**src/rtl/crack_scheduler.sv**
```systemverilog
`default_nettype none
// ============================================================================
// crack_scheduler: dispatches ascending keys to a pool of ARC4 crack engines,
// arbitrates the shared ciphertext port and returns the smallest passing key.
// Revision: 1.0
// ============================================================================
module crack_scheduler #(
  parameter int N_ENG = 2,
  parameter int KEY_W = 24
) (
  input  logic               clk,
  input  logic               rst,
  input  logic               en,
  output logic               rdy,
  output logic [KEY_W-1:0]   key,
  output logic               key_valid,
  output logic [N_ENG-1:0]   eng_start,
  output logic [KEY_W-1:0]   eng_key,
  input  logic [N_ENG-1:0]   eng_rdy,
  input  logic [N_ENG-1:0]   eng_done,
  input  logic [N_ENG-1:0]   eng_pass,
  input  logic [N_ENG-1:0]   eng_ct_req,
  input  logic [8*N_ENG-1:0] eng_ct_addr,
  output logic [N_ENG-1:0]   eng_ct_gnt,
  output logic [7:0]         ct_addr
);

  localparam int PW = $clog2(N_ENG);

  typedef enum logic [1:0] {
    IDLE  = 2'd0,
    RUN   = 2'd1,
    DRAIN = 2'd2,
    DONE  = 2'd3
  } state_t;

  state_t           state;
  logic [KEY_W-1:0] next_key;
  logic [KEY_W-1:0] best;
  logic             found;
  logic             exhausted;
  logic [N_ENG-1:0] busy;
  logic [KEY_W-1:0] inflight [N_ENG];
  logic [PW-1:0]    dptr;
  logic [PW-1:0]    aptr;

  // Round-robin pick of the next idle engine, starting at dptr.
  logic [N_ENG-1:0] eligible;
  logic             disp_ok;
  logic [PW-1:0]    disp_idx;

  always_comb begin
    eligible = eng_rdy & ~busy;
    disp_ok  = 1'b0;
    disp_idx = '0;
    for (int k = 0; k < N_ENG; k++) begin
      if (!disp_ok && eligible[dptr + PW'(k)]) begin
        disp_ok  = 1'b1;
        disp_idx = dptr + PW'(k);
      end
    end
  end

  // Completions from busy engines only; simultaneous passes reduce to their minimum key.
  logic [N_ENG-1:0] done_v;
  logic             pass_any;
  logic [KEY_W-1:0] pass_min;

  always_comb begin
    done_v   = eng_done & busy;
    pass_any = 1'b0;
    pass_min = '0;
    for (int i = 0; i < N_ENG; i++) begin
      if (done_v[i] && eng_pass[i] && (!pass_any || inflight[i] < pass_min)) begin
        pass_any = 1'b1;
        pass_min = inflight[i];
      end
    end
  end

  logic             arb_ok;
  logic [PW-1:0]    arb_idx;

  always_comb begin
    arb_ok     = 1'b0;
    arb_idx    = '0;
    eng_ct_gnt = '0;
    ct_addr    = '0;
    for (int k = 0; k < N_ENG; k++) begin
      if (!arb_ok && eng_ct_req[aptr + PW'(k)]) begin
        arb_ok  = 1'b1;
        arb_idx = aptr + PW'(k);
      end
    end
    if (arb_ok) begin
      eng_ct_gnt[arb_idx] = 1'b1;
      ct_addr             = eng_ct_addr[int'(arb_idx)*8 +: 8];
    end
  end

  always_ff @(posedge clk) begin
    if (rst) begin
      state     <= IDLE;
      rdy       <= 1'b1;
      key       <= '0;
      key_valid <= 1'b0;
      eng_start <= '0;
      eng_key   <= '0;
      next_key  <= '0;
      best      <= '0;
      found     <= 1'b0;
      exhausted <= 1'b0;
      busy      <= '0;
      dptr      <= '0;
      aptr      <= '0;
      for (int i = 0; i < N_ENG; i++) inflight[i] <= '0;
    end else begin
      eng_start <= '0;
      if (arb_ok) aptr <= arb_idx + 1'b1;

      if (state != IDLE) begin
        busy <= busy & ~done_v;
        if (pass_any && (!found || pass_min < best)) begin
          best  <= pass_min;
          found <= 1'b1;
        end
      end

      case (state)
        IDLE, DONE: begin
          if (en) begin
            state     <= RUN;
            rdy       <= 1'b0;
            key       <= '0;
            key_valid <= 1'b0;
            next_key  <= '0;
            found     <= 1'b0;
            exhausted <= 1'b0;
            busy      <= '0;
          end
        end
        RUN: begin
          // A pass blocks dispatch on the same edge so no higher key is launched.
          if (pass_any) begin
            state <= DRAIN;
          end else if (disp_ok && !exhausted) begin
            eng_start[disp_idx] <= 1'b1;
            eng_key             <= next_key;
            busy[disp_idx]      <= 1'b1;
            inflight[disp_idx]  <= next_key;
            next_key            <= next_key + 1'b1;
            dptr                <= disp_idx + 1'b1;
            if (&next_key) begin
              exhausted <= 1'b1;
              state     <= DRAIN;
            end
          end
        end
        DRAIN: begin
          if (busy == '0) begin
            state     <= DONE;
            rdy       <= 1'b1;
            key       <= best;
            key_valid <= found;
          end
        end
        default: state <= IDLE;
      endcase
    end
  end

endmodule
`default_nettype wire

```
**config.mk**
```make
export PLATFORM = sky130hd
export DESIGN_NAME = crack_scheduler
export DESIGN_NICKNAME = d
export VERILOG_FILES = /design/src/rtl/crack_scheduler.sv
export SDC_FILE = /design/constraint.sdc
export NUM_CORES = 1
export LEC_CHECK = 0
export BUFFER_PORTS_ARGS = -buffer_cell sky130_fd_sc_hd__buf_2
export CAP_MARGIN = 30
export CELL_PAD_IN_SITES_DETAIL_PLACEMENT = 0
export CELL_PAD_IN_SITES_GLOBAL_PLACEMENT = 2
export CORE_ASPECT_RATIO = 0.5
export CORE_MARGIN = 3
export CORE_UTILIZATION = 35
export DETAILED_ROUTE_END_ITERATION = 6
export PLACE_DENSITY = 0.81
export REMOVE_ABC_BUFFERS = 1
export SYNTH_ARGS = -nofsm -noshare
export SYNTH_HDL_FRONTEND = slang
export SYNTH_SLANG_ARGS = --single-unit
export TNS_END_PERCENT = 50
```
**constraint.sdc**
```tcl
create_clock -name clk -period 10.5 [get_ports clk]
set_input_delay 0 -clock clk [delete_from_list [all_inputs] [get_ports clk]]
set_output_delay 0 -clock clk [all_outputs]
set_load 0.005 [all_outputs]
```
# Word-level counts from Yosys, hierarchy flattened
# Memory sizes are Yosys's and may differ from the RTL's.
# Cells that the tools add are included.
[op_classes]
shift = 1
eq_ne = 10
n_div = 0
reduce_logical = 31
add_sub_neg = 5
mul = 0
n_mux = 67
bitwise = 9
magnitude_cmp = 10
[op_table]
columns = ["operator", "n"]
rows = [
  ["24-bit 2-to-1 mux", 7],
  ["24-bit case mux with 2 select lines", 2],
  ["24-bit less-than comparator", 2],
  ["1-bit 2-to-1 mux", 39],
  ["24-bit by 1-bit adder with 24-bit output (second input constant)", 1],
  ["24-bit AND reduction", 1],
  ["24-bit OR reduction", 1],
  ["2-bit 2-to-1 mux", 11],
  ["16-bit by 5-bit variable part select with 8-bit output", 1],
  ["1-bit by 2-bit less-than comparator with 1-bit output (second input constant)", 6],
  ["2-bit inequality test (second input constant)", 5],
  ["1-bit logical AND", 9],
  ["8-bit 2-to-1 mux", 1],
  ["4-bit AND reduction", 2],
  ["2-bit bitwise AND", 3],
  ["3-bit inequality test (second input constant)", 2],
  ["1-bit case mux with 2 select lines", 3],
  ["2-bit case mux with 3 select lines", 1],
  ["3-bit AND reduction", 2],
  ["2-bit nonzero test", 3],
  ["1-bit logical NOT", 5],
  ["5-bit AND reduction", 1],
  ["1-bit adder (second input constant)", 4],
  ["2-bit equality test (second input constant)", 2],
  ["12 further kinds", 19],
]
[word_totals]
word_cells = 147
in_bits = 27
romBits = 0
ram_bits = 48
out_inout_bits = 62
memories = 1
latchBits = 0
regBits = 108
[mem_list]
columns = ["name", "depth", "width", "rd", "rd_clocked_by_memory_dff", "wr", "line", "source"]
rows = [
  ["inflight", 2, 24, 2, 0, 2, "43", "logic [KEY_W-1:0] inflight [N_ENG];"],
]

# Depth between registers and ports, before layout
# Gate-level depths: netlist of the first run.
[depth]
word_depth = 16
depth_mapped = 23
mapped_depth_nobuf = 18

# Worst setup path before layout of the first run
# No wires, ideal clock.
[synth_timing]
path_kind = "flip-flop to flip-flop"
from = "register busy[0]"
to = "register best[10]"
n_path_buf = 5
setup_time_ps = 81
arrival_time_ps = 5083
required_ps = 10419
stages_incl_launch_ff = 24
slack_ps = 5336
period_less_slack_ps = 5164
cell_sequence = "dfxtp_1 > and3_1 > clkbuf_1 > clkbuf_1 > nand2_1 > ha_1 > nand4_2 > nor4_4 > nand4_1 > o211ai_4 > nand2_1 > clkbuf_1 > a32oi_1 > inv_1 > ha_1 > nand4_1 > nor4_1 > and3_1 > a21boi_0 > a41oi_2 > and3_1 > buf_6 > buf_6 > a211oi_2"
[synth_between]
elab_chain_len = 11
elab_cells_between_ends = 14
cone_classes = "2 x order compare; 4 x mux; 1 x bitwise; 7 x reduce/logical"
[synth_lines]
columns = ["item", "line", "source"]
rows = [
  ["start: declaration", "42", "logic [N_ENG-1:0] busy;"],
  ["start signal: assignment", "122", "busy <= busy & ~done_v;"],
  ["2-bit bitwise AND (*)", "70", "done_v = eng_done & busy;"],
  ["1-bit logical AND (*)", "74", "if (done_v[i] && eng_pass[i] && (!pass_any || inflight[i] < pass_min)) begin"],
  ["24-bit 2-to-1 mux or 1-bit 2-to-1 mux (tied branches)", "74", ""],
  ["24-bit less-than comparator or 1-bit logical NOT (tied branches)", "74", ""],
  ["1-bit logical OR", "74", ""],
  ["1-bit logical AND", "74", ""],
  ["24-bit 2-to-1 mux (*)", "74", ""],
  ["named net pass_min[19]", "67", "logic [KEY_W-1:0] pass_min;"],
  ["24-bit less-than comparator (*)", "123", "if (pass_any && (!found || pass_min < best)) begin"],
  ["1-bit logical OR (*)", "123", ""],
  ["1-bit logical AND (*)", "123", ""],
  ["2-bit AND reduction (no line) (*)", "--", ""],
  ["end signal: assignment", "124", "best <= pass_min;"],
  ["end: declaration", "39", "logic [KEY_W-1:0] best;"],
]
# Mark *: on every way through the listed nets, which the timed path passes. The rest lies on a longest branch.
# A chain may end at the register's enable or synchronous reset.

# Final worst setup path of the first run
[layout_timing]
from = "register busy[0]"
to = "register best[3]"
# Same word-level chain as after synthesis.

==> results of run 1 <==
==> worst max path at each step <==
stage	start	endpoint
after floorplan	busy[0]	best[1]
after global placement	busy[0]	best[1]
after detailed placement	busy[0]	best[3]
after CTS	busy[0]	best[3]
after global routing	busy[0]	best[1]
final	busy[0]	best[3]
==> where the power goes <==
part | switching (mW) | internal [mW]
clock network | 0.288 | 0.341
logic | 0.202 | 0.0983
registers | 0.0254 | 0.654
==> repair_timing <==
item	in CTS	in global routing
gates resized for setup	0	0
hold endpoints to repair	21	0
hold buffers	5	0
==> placed cells by master, fill, tap and decap left out, types with 3 or more instances in the layout <==
master | Yosys | layout
xnor2_1 | 8 | 8
inv_1 | 58 | 58
a21o_1 | 9 | 9
a22o_1 | 8 | 8
nand2b_1 | 5 | 5
dlygate4sd3_1 | 0 | 5
xor2_1 | 12 | 12
buf_2 | 0 | 87
nand4_1 | 6 | 6
and2_1 | 47 | 47
or3_1 | 4 | 4
a221oi_1 | 3 | 3
ha_1 | 51 | 51
buf_16 | 0 | 3
nor4_1 | 5 | 5
nand2_1 | 116 | 116
edfxtp_1 | 48 | 48
clkbuf_16 | 0 | 17
dfxtp_1 | 108 | 108
a21oi_1 | 74 | 74
nand3_1 | 44 | 44
a31oi_1 | 23 | 23
buf_4 | 0 | 7
a211oi_2 | 20 | 20
nor3_1 | 11 | 11
and3_1 | 11 | 11
a32oi_1 | 23 | 23
or2_2 | 4 | 4
nor2_1 | 36 | 35
o21ai_0 | 12 | 12
inv_6 | 0 | 4
a211oi_1 | 5 | 5
inv_8 | 0 | 5
and4_1 | 4 | 4
==> synth_stat cells, drive strengths merged, types with 5 or more instances <==
| cell type | count |
|---|---|
| a211oi | 25 |
| a21o | 9 |
| a21oi | 74 |
| a22o | 8 |
| a31oi | 23 |
| a32oi | 23 |
| and2 | 48 |
| and3 | 11 |
| clkbuf | 44 |
| dfxtp | 108 |
| edfxtp | 48 |
| ha | 51 |
| inv | 58 |
| nand2 | 116 |
| nand2b | 5 |
| nand3 | 44 |
| nand4 | 7 |
| nor2 | 36 |
| nor3 | 11 |
| nor4 | 6 |
| o21ai | 12 |
| xnor2 | 8 |
| xor2 | 12 |
==> stage by stage <==
stage / instance area (µm²) / hold WS [ns]
finish: 9140 / 0.0937
global route: 9140 / 0.0952
CTS: 9110 / 0.0733
detailed placement: 8460 / 0.231
global placement: 8400 / 0.207
floorplan: 7540 / 0.0646
==> per-layer routing <==
metal | global-route usage [%] | share of wire [%] | vias to the layer above | wire length [µm]
met3 | 4.52 | 4.5 | 17 | 901
met1 | 25.1 | 53 | 2890 | 10800
met2 | 24.8 | 41 | 106 | 8240
met5 | 0 | 0.035 | - | 7
met4 | 3.84 | 1.1 | 2 | 224
li1 | - | - | 3112 | -
==> registers in the layout, summed over array words and instances, names as in the netlist, 2 cells and up <==
register and cells:
best 24, inflight 48, state 2, next_key 24, eng_start 2, eng_key 24, key 24, busy 2
==> cell families (layout without fill, tap and decap cells) <==
logic type	after synthesis	count (layout)	synth area share, %
and+or+nand+nor	301	301	19.1
buffers and inverters	105	192	5.38
xor gates and xnor gates	20	20	2.26
AOI/OAI and AO/OA	198	198	18.5
adders and majority gates	51	51	8.24
DFF	156	156	46.5
==> worst max-delay path: cells and delay by family, from the launching register on <==
family	cells	cell delay, ns
DFF	1	0.37
adders and majority gates	2	0.64
AOI/OAI and AO/OA	7	2.09
buffers and inverters	3	0.85
and+or+nand+nor	8	2.79
==> final cells by class <==
| type | count | area [µm²] | share of cell area, % |
|---|---|---|---|
| Multi-Input combinational cell | 570 | 3730 | 40.8 |
| Sequential cell | 156 | 3600 | 39.4 |
| Timing Repair Buffer | 102 | 621 | 6.79 |
| Clock buffer | 17 | 425 | 4.66 |
| Tap cell | 292 | 365 | 4.00 |
| Inverter | 58 | 218 | 2.38 |
| Clock inverter | 15 | 175 | 1.92 |
==> summary.md, run 1 <==
| Metric | Value |
|---|---|
| Grt ovf | 0 |
| Hold_sp | en |
| H-tree depth | 4 |
| Finished Core Util | 43.3% |
| Worst EP arrival | 7.20 ns |
| Reg2reg end | best[3] |
| RR Startpoint | busy[0] |
| Site Rows | 37 |
| Residual DRC | 0 |
| CTS tree | built |
| RSZ-0062 raised after global routing | no |
| Setup TNS | 0 ns |
| Pre-CTS WS | 3.65 ns |
| CP Cell Sequence | and3_1 > buf_4 > nand2_1 > ha_1 > nand4_1 > nor4_4 > nand4_1 > o211ai_4 > nand2_1 > a32oi_1 > inv_1 > ha_1 > a21o_1 > a21o_1 > a221oi_1 > o22ai_1 > nor2_2 > and3_1 > buf_4 > a211oi_1 |
| DR vias/cell | 5.06 |
| TritonCTS buffer count | 17 |
| Fin. Hold Viols | 0 |
| Clock buffer depth | 2 |
| R2R setup slack | 3.57 ns |
| Worst Setup Start Kind | flop |
| Sink Count | 156 |
| Port Buffers | 88 |
| First-pass detailed-route iteration total | 5 |
| Syn Inst Count | 831 |
| Max IR drop VDD | 0.101 mV |
| Initial core utilization | 36.7% |
| Max_slew headroom | 32.5% |
| EDFF count, synth | 48 |
| Area grow syn2layout | 18.0% |
| Clk pin slew, worst setup/hold paths | approximately 0.07 ns |
| Max Fclk | 144 MHz |
| Hold EP | next_key[1] |
| Seq/Total Area, Yosys | a little under half |
| CP max stage cell | nor2_2 |
| Initial antenna violation count | 1 |
| DRT Wirelength | roughly 20000 µm |
| Yosys warns | 0 |
| Die ar. | 24100 µm² |
| WL/cell | 16.6 µm |
| Fraction of registers with async set/reset | 0% |
| I/O pins | 89 |
| Crit path required time | 10.77 ns |
| Max-cap violations | 0 |
| Final Cycle Share | 66.0% |
| Via count | 6127 |
| Yosys top cell area share | 27.9% |
| Status | finished clean |
| Initial DRC count | about 460 |
| Leak pwr | about 3.6 nW |
| Clock Skew | between 0.007 and 0.008 ns |
| Final setup fails | 0 |
| HPWL Detailed | 14500 µm |
| GRT Total Usage | 17.0% |
| Final WS setup | 3.57 ns |
| Pin count of the biggest net entering global routing | 64 |
| Final Critical Period | 6.93 ns |
| Clock Latency Late Sink | 0.43 ns |
| DIE HEIGHT | 111 µm |
| DIE WIDTH | ~220 µm |
| Routability congestion estimate from global placement | ~0.86 |
| Max Fanout on Critical Path | 49 |
| Global-route wire length before repair | between 30000 and 40000 µm |
| Worst Hold Class | input pin to flop |
| Number of global-route vias before repair | 6038 |
| Non-Filler Instances | between 1k and 1.5k |
| Power Total | 1.61 mW |
| Synth top area cells | dfxtp_1 (28%), edfxtp_1 (19%), ha_1 (8.2%) |
| Synth Register Bits | roughly 160 |
| Cells after DPL | approximately 1.2k |
| Top_reg_cell synth | dfxtp_1 |
| CORE AREA | 21100 µm² |
| Critical path endpoint category | flop |
| Syn Std Cell Area | about 7700 µm² |
| Antenna fix cells | 0 |
| Synth cell types | between 50 and 60 |
| Synthesized area per cell | 9.32 µm² |
| Max incr delay on CP | about 0.81 ns |
| Max-slew violation count | 0 |
| Worst slew pin tran | 1.01 ns |
| Final #Nets | 983 |
| Final ANT Viol Nets | 0 |
| PwrDens | 176 nW/µm² |
| Synth area leader | dfxtp_1 |
| Classification of the worst setup path | flop to flop |
| Fillers | a little over 2k |
| Share of post-route cells with drive strength above 1 | 17.6% |
| Worst reg2reg path depth | 20 |
| Hold Path Cell Cnt | 4 |
| Post-CTS setup buffer count | 0 |
| Root buffer cell | clkbuf_16 |
(Power assumes the default switching activity.)
==> inputs of run 2 (changes only) <==
- clock period: 10.5 -> 6.6 ns (I/O delays scaled with it)
==> run 2 against run 1 <==
Final cell count is 0.41% higher; fmax is 17% higher; sequential share of layout area is 0.12 points lower; sequential cell count stayed put; clock skew is 0.0026 ns higher; non-clock buffer count is 5 higher; combinational power is 69% higher; via count is 1.8% higher; global-route usage is 0.059 points lower; first-iteration DRC count is 25% lower; largest power group unchanged; highest routed layer unchanged.
==> summary.md, run 2 (synthesis results as in run 1) <==
| Metric | Value |
|---|---|
| Final ANT Viol Nets | 0 |
| Worst EP arrival | 6.27 ns |
| Clock Latency Late Sink | 0.43 ns |
| Number of global-route vias before repair | 6123 |
| DR vias/cell | 5.13 |
| First-pass detailed-route iteration total | 4 |
| Grt ovf | 0 |
| Via count | between 6k and 7k |
| CP most frequent cell | nand2_1 |
| Power Total | about 2.5 mW |
| Max_slew headroom | 34.9% |
| Status | finished clean |
| Worst Hold Class | input pin to flop |
| Share of post-route cells with drive strength above 1 | roughly 18% |
| Worst slew pin tran | about 0.98 ns |
| Die ar. | 24100 µm² |
| Max IR drop VDD | 0.144 mV |
| Setup TNS | 0 ns |
| CP max stage cell | a211o_1 |
| Sink Count | 156 |
| Fillers | 2086 |
| Global-route wire length before repair | 32900 µm |
| CP Cell Sequence | and3_2 > nand2_1 > ha_1 > nand4_1 > nor4_4 > nand4_1 > o211ai_4 > nand2_1 > a32oi_1 > inv_1 > ha_1 > nand2_1 > nor4_1 > buf_4 > and3_1 > inv_1 > a211o_1 > and3_1 > buf_4 > a211oi_1 |
| Crit path max-delay family | simple AND/OR/NAND/NOR gates |
| Max-slew violation count | 0 |
| TritonCTS buffer count | 17 |
| Worst Setup Start Kind | flop |
| Final Cycle Share | 90.1% |
| Max incr delay on CP | 0.60 ns |
| Most frequent cells in the layout | nand2_1 (116), dfxtp_1 (108), buf_2 (87), a21oi_1 (74), inv_1 (58) |
| Pin count of the biggest net entering global routing | 72 |
| Area grow syn2layout | 18.4% |
| Clock Skew | 0.00979 ns |
| DRT Wirelength | around 20000 µm |
| Classification of the worst setup path | flop to flop |
| DIE WIDTH | 216 µm |
| Routability congestion estimate from global placement | 0.833 |
| HPWL Detailed | 14600 µm |
| Fin. Hold Viols | 0 |
| Antenna fix cells | 0 |
| H-tree depth | 4 |
| DIE HEIGHT | approximately 110 µm |
| Max Fclk | 168 MHz |
| WL/cell | around 17 µm |
| Top reg by flops | inflight |
| Leak pwr | around 3.6 nW |
| Residual DRC | 0 |
| PwrDens | between 200 and 300 nW/µm² |
| Critical path endpoint category | flop |
| Worst Path Buf+Inv | 4 |
| Clk pin slew, worst setup/hold paths | 0.07 ns |
| Final setup fails | 0 |
| I/O pins | 89 |
| Max Fanout on Critical Path | 25 |
| Root buffer cell | clkbuf_16 |
| CORE AREA | 21100 µm² |
| Port Buffers | 88 |
| GRT Total Usage | around 17% |
| Max-cap violations | 0 |
| Max reg flops | 48 |
| Clock buffer depth | 2 |
| CTS tree | built |
| Post-CTS setup buffer count | 0 |
| RSZ-0062 raised after global routing | no |
| Final Critical Period | 5.95 ns |
| Initial core utilization | between 30% and 40% |
| Initial antenna violation count | 1 |
| Final #Nets | around 1000 |
| Crit path required time | between 6 and 7 ns |
| Commonest non-fill, non-tap cell in the layout | nand2_1 |
| Site Rows | 37 |
| Initial DRC count | 341 |
## run 2: timing repair
item                                   CTS  global route
setup endpoints to repair                0            23
hold buffers                             5             0
resized for setup                        0             1
endpoints found under the hold margin   19             0
## run 2: routing by layer
layer	vias up	track usage, %	routed length, µm
li1	3123	-	-
met1	2948	24.1	10300
met2	146	25.5	8470
met3	17	4.30	1200
met4	2	4.67	250
met5	-	0	13
## run 2: where the power goes
part           internal [mW]  leakage [nW]  switching [mW]
clock                  0.501         0.274           0.449
sequential              1.04          1.37          0.0410
combinational          0.180          1.98           0.328
total                   1.72          3.63           0.817
## run 2: worst min-delay path: stages
cell and delay, ns:
buf_2 0.11, or2_2 0.15, nand3_1 0.08, a21oi_1 0.12
## run 2: final timing paths
| check | startpoint | endpoint | slack [ns] | depth (start not counted) |
|---|---|---|---|---|
| worst min-delay path | en | next_key[1] | 0.07 | 4 |
| worst max-delay path | busy[0] | best[1] | 0.65 | 20 |
| worst max register to register | busy[0] | best[1] | 0.65 | 20 |
| worst min register to register | eng_key[22] | eng_key[22] | 0.45 | 2 |
## run 2: final cells by class
cell class | count | area, µm² | area share (%)
multi-input combinational | 570 | 3730 | 40.7
tap | 292 | 365 | 3.99
sequential | 156 | 3600 | 39.3
timing repair buffer | 107 | 686 | 7.48
clock buffer | 17 | 425 | 4.64
clock inverter | 15 | 139 | 1.52
inverter | 58 | 218 | 2.38
## run 2: metrics by stage
| step | utilization [%] | instance area, µm² | worst slack (ns) | hold WS [ns] | instances |
|---|---|---|---|---|---|
| CTS | 43.3 | 9140 | 0.413 | 0.0457 | 1214 |
| finish | 43.4 | 9170 | 0.655 | 0.0657 | 1215 |
| global placement | 39.9 | 8420 | 0.349 | 0.208 | 1173 |
| global route | 43.4 | 9170 | 0.107 | 0.109 | 1215 |
| detailed placement | 40.4 | 8520 | 0.441 | 0.227 | 1177 |
| floorplan | - | 7540 | -0.107 | 0.0646 | 784 |
